File: src/rtl/rst_seq_ctrl.sv
// Power-up/reset sequencer for the DAC clock domain: qualifies PLL lock, holds SYS_RST,
// then issues one staggered DAC_SET pulse per channel. Recovers from lock loss and resync.
module rst_seq_ctrl #(
  parameter int unsigned CH_NUM    = 2,
  parameter int unsigned CNT_W     = 32,
  parameter int unsigned LOCK_FILT = 16,
  parameter int unsigned RST_CYC   = 2000,
  parameter int unsigned SET_START = 20000,
  parameter int unsigned SET_LEN   = 1000,
  parameter int unsigned SET_GAP   = 0
) (
  input  logic              SYS_CLK,
  input  logic              SYS_RST_N,
  input  logic              PLL_LOCKED,
  input  logic              RESYNC_REQ,
  output logic              SYS_RST,
  output logic [CH_NUM-1:0] DAC_SET,
  output logic              SEQ_DONE,
  output logic [7:0]        LOCK_LOST_CNT,
  output logic [2:0]        SEQ_STATE
);

  localparam int unsigned FiltW = $clog2(LOCK_FILT + 1);
  localparam longint unsigned Step = longint'(SET_LEN) + longint'(SET_GAP);
  localparam longint unsigned TEnd =
      longint'(SET_START) + longint'(CH_NUM) * Step - longint'(SET_GAP);

  localparam logic [CNT_W-1:0] CntRstLast = CNT_W'(RST_CYC - 1);
  localparam logic [CNT_W-1:0] CntSetLast = CNT_W'(SET_START - 1);
  localparam logic [CNT_W-1:0] CntTEnd    = CNT_W'(TEnd);
  localparam logic [FiltW-1:0] FiltLast   = FiltW'(LOCK_FILT - 1);

  if (CH_NUM < 1 || CH_NUM > 8) begin : g_bad_ch
    $error("rst_seq_ctrl: CH_NUM must be in 1..8");
  end
  if (LOCK_FILT < 1 || RST_CYC < 1 || SET_LEN < 1 || SET_START < RST_CYC) begin : g_bad_timing
    $error("rst_seq_ctrl: invalid LOCK_FILT/RST_CYC/SET_LEN/SET_START");
  end
  if (CNT_W < 64) begin : g_w_chk
    if (TEnd >= (64'd1 << CNT_W)) begin : g_bad_tend
      $error("rst_seq_ctrl: sequence end does not fit in CNT_W");
    end
  end

  typedef enum logic [2:0] {
    StIdle  = 3'd0,
    StHold  = 3'd1,
    StWait  = 3'd2,
    StPulse = 3'd3,
    StDone  = 3'd4
  } state_e;

  logic [1:0]        sync_q;
  logic [FiltW-1:0]  filt_q, filt_d;
  state_e            state_q, state_d;
  logic [CNT_W-1:0]  cnt_q, cnt_d, cnt_inc;
  logic              sys_rst_q, sys_rst_d;
  logic [CH_NUM-1:0] dac_set_q, dac_set_d;
  logic              seq_done_q, seq_done_d;
  logic [7:0]        lost_q, lost_d;
  logic              lock_sync, lock_ok;
  logic [63:0]       cnt64, win_lo;

  // lock_ok is the qualified lock seen at this edge: the current synchronised sample plus
  // LOCK_FILT-1 earlier consecutive highs recorded by the saturating filter.
  assign lock_sync = sync_q[1];
  assign lock_ok   = lock_sync && (filt_q == FiltLast);

  always_comb begin
    filt_d = filt_q;
    if (!lock_sync) begin
      filt_d = '0;
    end else if (!lock_ok) begin
      filt_d = filt_q + FiltW'(1);
    end
  end

  assign cnt_inc = (cnt_q == '1) ? cnt_q : cnt_q + CNT_W'(1);

  always_comb begin
    state_d = state_q;
    cnt_d   = cnt_q;
    lost_d  = lost_q;
    // Lock loss outranks a simultaneous resync request.
    if (state_q != StIdle && !lock_ok) begin
      state_d = StIdle;
      cnt_d   = '0;
      if (lost_q != 8'hff) lost_d = lost_q + 8'd1;
    end else if (state_q != StIdle && RESYNC_REQ) begin
      state_d = StHold;
      cnt_d   = '0;
    end else begin
      unique case (state_q)
        StIdle: begin
          if (lock_ok) begin
            state_d = StHold;
            cnt_d   = '0;
          end
        end
        StHold: begin
          cnt_d = cnt_inc;
          if (cnt_q == CntRstLast) state_d = (RST_CYC == SET_START) ? StPulse : StWait;
        end
        StWait: begin
          cnt_d = cnt_inc;
          if (cnt_q == CntSetLast) state_d = StPulse;
        end
        StPulse: begin
          cnt_d = cnt_inc;
          if (cnt_inc == CntTEnd) state_d = StDone;
        end
        StDone: ;
        default: begin
          state_d = StIdle;
          cnt_d   = '0;
        end
      endcase
    end
  end

  // Outputs are derived from the next state/count so they register on the same edge.
  always_comb begin
    sys_rst_d  = (state_d == StIdle) || (state_d == StHold);
    seq_done_d = (state_d == StDone);
    dac_set_d  = '0;
    cnt64      = 64'(cnt_d);
    win_lo     = '0;
    if (state_d == StPulse) begin
      for (int unsigned i = 0; i < CH_NUM; i++) begin
        win_lo = 64'(SET_START) + 64'(i) * Step;
        if (cnt64 >= win_lo && cnt64 < win_lo + 64'(SET_LEN)) dac_set_d[i] = 1'b1;
      end
    end
  end

  always_ff @(posedge SYS_CLK or negedge SYS_RST_N) begin
    if (!SYS_RST_N) begin
      sync_q     <= '0;
      filt_q     <= '0;
      state_q    <= StIdle;
      cnt_q      <= '0;
      sys_rst_q  <= 1'b1;
      dac_set_q  <= '0;
      seq_done_q <= 1'b0;
      lost_q     <= '0;
    end else begin
      sync_q     <= {sync_q[0], PLL_LOCKED};
      filt_q     <= filt_d;
      state_q    <= state_d;
      cnt_q      <= cnt_d;
      sys_rst_q  <= sys_rst_d;
      dac_set_q  <= dac_set_d;
      seq_done_q <= seq_done_d;
      lost_q     <= lost_d;
    end
  end

  assign SYS_RST       = sys_rst_q;
  assign DAC_SET       = dac_set_q;
  assign SEQ_DONE      = seq_done_q;
  assign LOCK_LOST_CNT = lost_q;
  assign SEQ_STATE     = state_q;

endmodule

File: config.mk
export PLATFORM = sky130hd
export DESIGN_NAME = rst_seq_ctrl
export DESIGN_NICKNAME = d
export VERILOG_FILES = /design/src/rtl/rst_seq_ctrl.sv
export SDC_FILE = /design/constraint.sdc
export NUM_CORES = 1
export LEC_CHECK = 0
export ABC_CLOCK_PERIOD_IN_PS = 2900
export BUFFER_PORTS_ARGS = -buffer_cell sky130_fd_sc_hd__buf_2
export CORE_MARGIN = 8
export CORE_UTILIZATION = 56
export CTS_CLUSTER_SIZE = 14
export DETAILED_ROUTE_END_ITERATION = 8
export GPL_TIMING_DRIVEN = 0
export MAX_ROUTING_LAYER = met4
export PLACE_DENSITY = 0.74
export SYNTH_ARGS = -nofsm -noshare
export SYNTH_HDL_FRONTEND = slang
export SYNTH_SLANG_ARGS = --single-unit
File: constraint.sdc
create_clock -name SYS_CLK -period 2.9 [get_ports SYS_CLK]
set_input_delay 0.29 -clock SYS_CLK [delete_from_list [all_inputs] [get_ports SYS_CLK]]
set_output_delay 0.29 -clock SYS_CLK [all_outputs]
set_load 0.02 [all_outputs]
==> summary.txt <==
Floorplan
  – Placement row count: 30
  – Die width: ~100 µm
  – Placeable Area: 0.006832 mm²
  – Ports placed on the boundary: 19
  – Initial Util: 57.97%
  – Vertical die dimension: 100.1 µm
  – Area of the die: around 0.010 mm²

Logic synthesis
  – Number of instances in the synthesized netlist: approximately 480
  – EDFF count, synth: 0
  – Xor/xnor cell area share of the yosys netlist: 4.866%
  – Post-synthesis mux area share: less than 1%
  – Post-synthesis compound-gate area fraction: 22.56%
  – Most frequently used flop master after synthesis: sky130_fd_sc_hd__dfrtp_1
  – Adder-Cell Fraction of Synth Area: approximately 1.8%
  – Share of the yosys chip area belonging to registers: about a third
  – Yosys Warn Count: 0
  – Mean instance size in the synthesized netlist: between 8 and 9 µm²
  – Post-synthesis sequential element count: between 50 and 60
  – Post-synthesis simple-gate area fraction: 30.87%
  – Largest family of logic cells by synthesized area: simple AND/OR/NAND/NOR gates
  – Nets in the synthesized netlist: 483
  – Async SR Flop Fraction: 100.0%
  – Netlist area before placement: approximately 0.004 mm²
  – Count of cell types in the netlist: 76

Timing
  – Slack of the critical path: -268.6 ps
  – Final Slew Violations: 0
  – RSZ-0062 raised after global routing: true
  – Maximum clock skew at final layout: between 15 and 20 ps
  – Final worst path period need: ~3200 ps
  – Number of hold violations in the final report: 0
  – Final setup violation count: 4
  – Share of the cycle needed by the critical path after routing: 109.3%
  – Max frequency: 315.6 MHz
  – Rel. slew slack: approximately a fifth
  – Least-Margin Pin Slew: 1185 ps
  – Setup TNS: -552.6 ps

Global routing
  – Largest net degree at the start of global routing: 55
  – Global routing met3 resource utilization: 5.329%
  – Global routing usage on met2: roughly 44%
  – Total global routing track utilization: about 28%
  – Global-route wire length before repair: about 22,000 µm
  – Total gr overflow: 0
  – Via count of the first global-routing pass: around 4,200
  – Routing usage on met1: about 34%
  – Initial antenna violation count: 0
  – Most heavily used metal layer in global routing: met2

Drt
  – Number of remaining DRC errors: 0
  – Routed wire length per instance: 21.63 µm
  – Post-route antenna net violation count: 0
  – Detailed router's first-iteration violation count: between 400 and 500
  – Wire length reported by the detailed router: around 14,000 µm
  – Iteration count of the initial detailed-routing pass: 5
  – Via total after detailed routing: 4,278
  – Detailed-route vias per instance: 6.801

Critical path
  – Number of cell instances on the worst register-to-register path: 10
  – Type of destination of the critical path: flip-flop
  – Arrival time of data at the critical path endpoint: 3370 ps
  – Data required time at the worst endpoint: ~3100 ps
  – Largest fanout on the critical path: 4
  – Critical Path Start Type: flip-flop
  – Start-to-end type of the worst setup path: flip-flop to flip-flop

Placed design
  – Placement-stage worst setup slack: -969.3 ps
  – Cell total after placement: between 500 and 600
  – IO buf count: 18
  – GP Congestion: ~1.0
  – DP HPWL: between 9000 and 10,000 µm

Power and ir drop
  – Total power: ~1300 µW
  – Total leakage power: around 0.0020 µW
  – Maximum VDD drop: 0.0002049 V
  – Ratio of total power to cell area: about 270 mW/mm²

Cells and area
  – Non-filler instance count after layout: 629
  – Diodes inserted: 0
  – Final nets: 540
  – Synthesis-to-finish area growth: 24.08%
  – Fraction of layout cells with a size suffix above 1: between 30% and 40%
  – Post-layout utilization of the core: between 70 and 80%
  – Fill cells: 562

Clock tree
  – CTS Sinks: 54
  – TritonCTS clock tree: yes
  – Clock latency on the worst-skew pair: around 330 ps
  – Clock slew at reported path FFs: approximately 110 ps
  – CTS hold repair buffers: 0
  – Number of buffers inserted during clock tree synthesis: 5
  – Library cell used as clock root buffer: sky130_fd_sc_hd__clkbuf_8
  – Clock H-tree levels: 2
  – Maximum number of buffers from clock root to sink: 2

Hold path
  – Number of cells on the worst hold path: 1
  – Kind of path behind the tightest hold check: primary input to flip-flop

Flow run
  – Max cap viols: 0

Run status
  – Violations in the final reports: setup timing
  – Status: finished with violations
-- synthesized netlist by cell type (4+ instances only) --
| cell | instances | area [µm²] |
|---|---|---|
| sky130_fd_sc_hd__dfrtp_1 | 53 | 1326 |
| sky130_fd_sc_hd__nand2_1 | 44 | 165.2 |
| sky130_fd_sc_hd__nor2_1 | 44 | 165.2 |
| sky130_fd_sc_hd__nand3_1 | 28 | 140.1 |
| sky130_fd_sc_hd__a21oi_1 | 25 | 125.1 |
| sky130_fd_sc_hd__o21ai_0 | 24 | 120.1 |
| sky130_fd_sc_hd__clkbuf_1 | 19 | 71.32 |
| sky130_fd_sc_hd__nor3_1 | 19 | 95.09 |
| sky130_fd_sc_hd__nand4_1 | 14 | 87.58 |
| sky130_fd_sc_hd__xnor2_1 | 14 | 122.6 |
| sky130_fd_sc_hd__a31oi_1 | 13 | 81.33 |
| sky130_fd_sc_hd__buf_2 | 13 | 65.06 |
| sky130_fd_sc_hd__inv_1 | 11 | 41.29 |
| sky130_fd_sc_hd__and2_1 | 10 | 62.56 |
| sky130_fd_sc_hd__and3_1 | 9 | 56.30 |
| sky130_fd_sc_hd__nor4_1 | 8 | 50.05 |
| sky130_fd_sc_hd__xor2_1 | 8 | 70.07 |
| sky130_fd_sc_hd__or3_1 | 6 | 37.54 |
| sky130_fd_sc_hd__a22oi_1 | 5 | 37.54 |
| sky130_fd_sc_hd__a41oi_1 | 5 | 43.79 |
| sky130_fd_sc_hd__and4_1 | 4 | 35.03 |
| sky130_fd_sc_hd__ha_1 | 4 | 50.05 |
| sky130_fd_sc_hd__o2111ai_1 | 4 | 35.03 |
| sky130_fd_sc_hd__o22ai_1 | 4 | 25.02 |
-- final timing paths --
check | end | from | slack [ps]
min in group asynchronous | cnt_q[25]$_DFF_PN0_ | SYS_RST_N | 190
worst max register to register | DAC_SET[0]$_DFF_PN0_ | cnt_q[0]$_DFF_PN0_ | -270
max in group asynchronous | cnt_q[1]$_DFF_PN0_ | SYS_RST_N | 1880
worst min-delay path | sync_q[0]$_DFF_PN0_ | PLL_LOCKED | 70
worst min register to register | sync_q[1]$_DFF_PN0_ | sync_q[0]$_DFF_PN0_ | 390
worst max-delay path | DAC_SET[0]$_DFF_PN0_ | cnt_q[0]$_DFF_PN0_ | -270
-- layout by cell type, fill, tap and decap left out, types with 4 or more instances in the layout --
master,n
sky130_fd_sc_hd__nor4_4,4
sky130_fd_sc_hd__nor4_1,8
sky130_fd_sc_hd__nor2_2,4
sky130_fd_sc_hd__nand2_1,41
sky130_fd_sc_hd__clkbuf_8,7
sky130_fd_sc_hd__xnor2_1,14
sky130_fd_sc_hd__buf_4,37
sky130_fd_sc_hd__a31oi_1,11
sky130_fd_sc_hd__o21ai_0,21
sky130_fd_sc_hd__and2_1,10
sky130_fd_sc_hd__nand3_2,4
sky130_fd_sc_hd__clkbuf_4,4
sky130_fd_sc_hd__o21ai_1,4
sky130_fd_sc_hd__nand3_1,23
sky130_fd_sc_hd__or3_1,5
sky130_fd_sc_hd__o22ai_1,4
sky130_fd_sc_hd__a41oi_1,4
sky130_fd_sc_hd__a22oi_1,4
sky130_fd_sc_hd__xor2_1,8
sky130_fd_sc_hd__and3_1,9
sky130_fd_sc_hd__clkbuf_1,6
sky130_fd_sc_hd__nor2_1,39
sky130_fd_sc_hd__dfrtp_1,47
sky130_fd_sc_hd__a21oi_1,20
sky130_fd_sc_hd__nor3_1,16
sky130_fd_sc_hd__nand4_1,14
sky130_fd_sc_hd__a21oi_2,4
sky130_fd_sc_hd__dfrtp_2,6
sky130_fd_sc_hd__inv_1,11
sky130_fd_sc_hd__clkbuf_2,4
sky130_fd_sc_hd__buf_2,25
-- final cells by class --
cell class / instances / area, µm² / share of cell area (%)
sequential: 54 / 1360 / 27.68
timing repair buffer: 55 / 377.9 / 7.690
clock inverter: 3 / 48.80 / 0.9931
inverter: 11 / 41.29 / 0.8403
clock buffer: 5 / 68.82 / 1.401
multi-input combinational: 375 / 2689 / 54.72
buffer: 30 / 207.7 / 4.227
tap: 96 / 120.1 / 2.445
-- layer usage --
layer  part of all wire (%)  wire length, µm  up-vias
met1                     38             5213     2044
met5                      0                0        -
li1                       -                -     1894
met2                     47             6349      287
met3                     10             1397       53
met4                    4.8              647        0
-- critical path, cell delays in order, from the launching register on --
cell	delay, ps
sky130_fd_sc_hd__dfrtp_2	410
sky130_fd_sc_hd__ha_4	160
sky130_fd_sc_hd__nand3_4	80
sky130_fd_sc_hd__or4_4	590
sky130_fd_sc_hd__nor4_4	410
sky130_fd_sc_hd__a41oi_2	150
sky130_fd_sc_hd__o21a_1	200
sky130_fd_sc_hd__a211o_1	270
sky130_fd_sc_hd__nor4_4	230
sky130_fd_sc_hd__o2111ai_2	220
sky130_fd_sc_hd__a2111oi_2	330
-- report_power, final --
group	internal, µW	leakage (µW)	switching (µW)
Combinational	11.0	0.00123	21.0
Clock	264	0.0000563	283
Sequential	757	0.000729	2.95
Total	1030	0.00202	307
-- state kept, by name, summed over array words and instances (netlist names) --
register and count:
DAC_SET 2, LOCK_LOST_CNT 8, SEQ_STATE 3, filt_q 5, sync_q 2, SEQ_DONE 1
cnt_q 32, SYS_RST 1
-- what timing repair did --
item	in CTS	in global routing
buffers inserted	29	9
endpoints found under the setup margin	17	7
cloned	0	0
resized for setup	55	34
pin swaps	18	15
-- cell families (layout without fill, tap and decap cells) --
group	Yosys count	count (layout)
AO/OA/AOI/OAI	126	126
multiplexers	3	3
flip-flops	54	54
adder cells (fa/ha/maj)	6	6
AND/OR/NAND/NOR	218	218
XOR/XNOR	22	22
buffers and inverters	46	104
-- metrics by stage --
step           cell area (µm²)  hold slack [ps]
2_1_floorplan             3988           -5.591
3_3_place_gp              4198            331.9
3_5_place_dp              4198            364.9
4_1_cts                   4727            66.94
5_1_grt                   4913            53.84
6_report                  4913            68.90
Power figures use the tool's default switching activity.
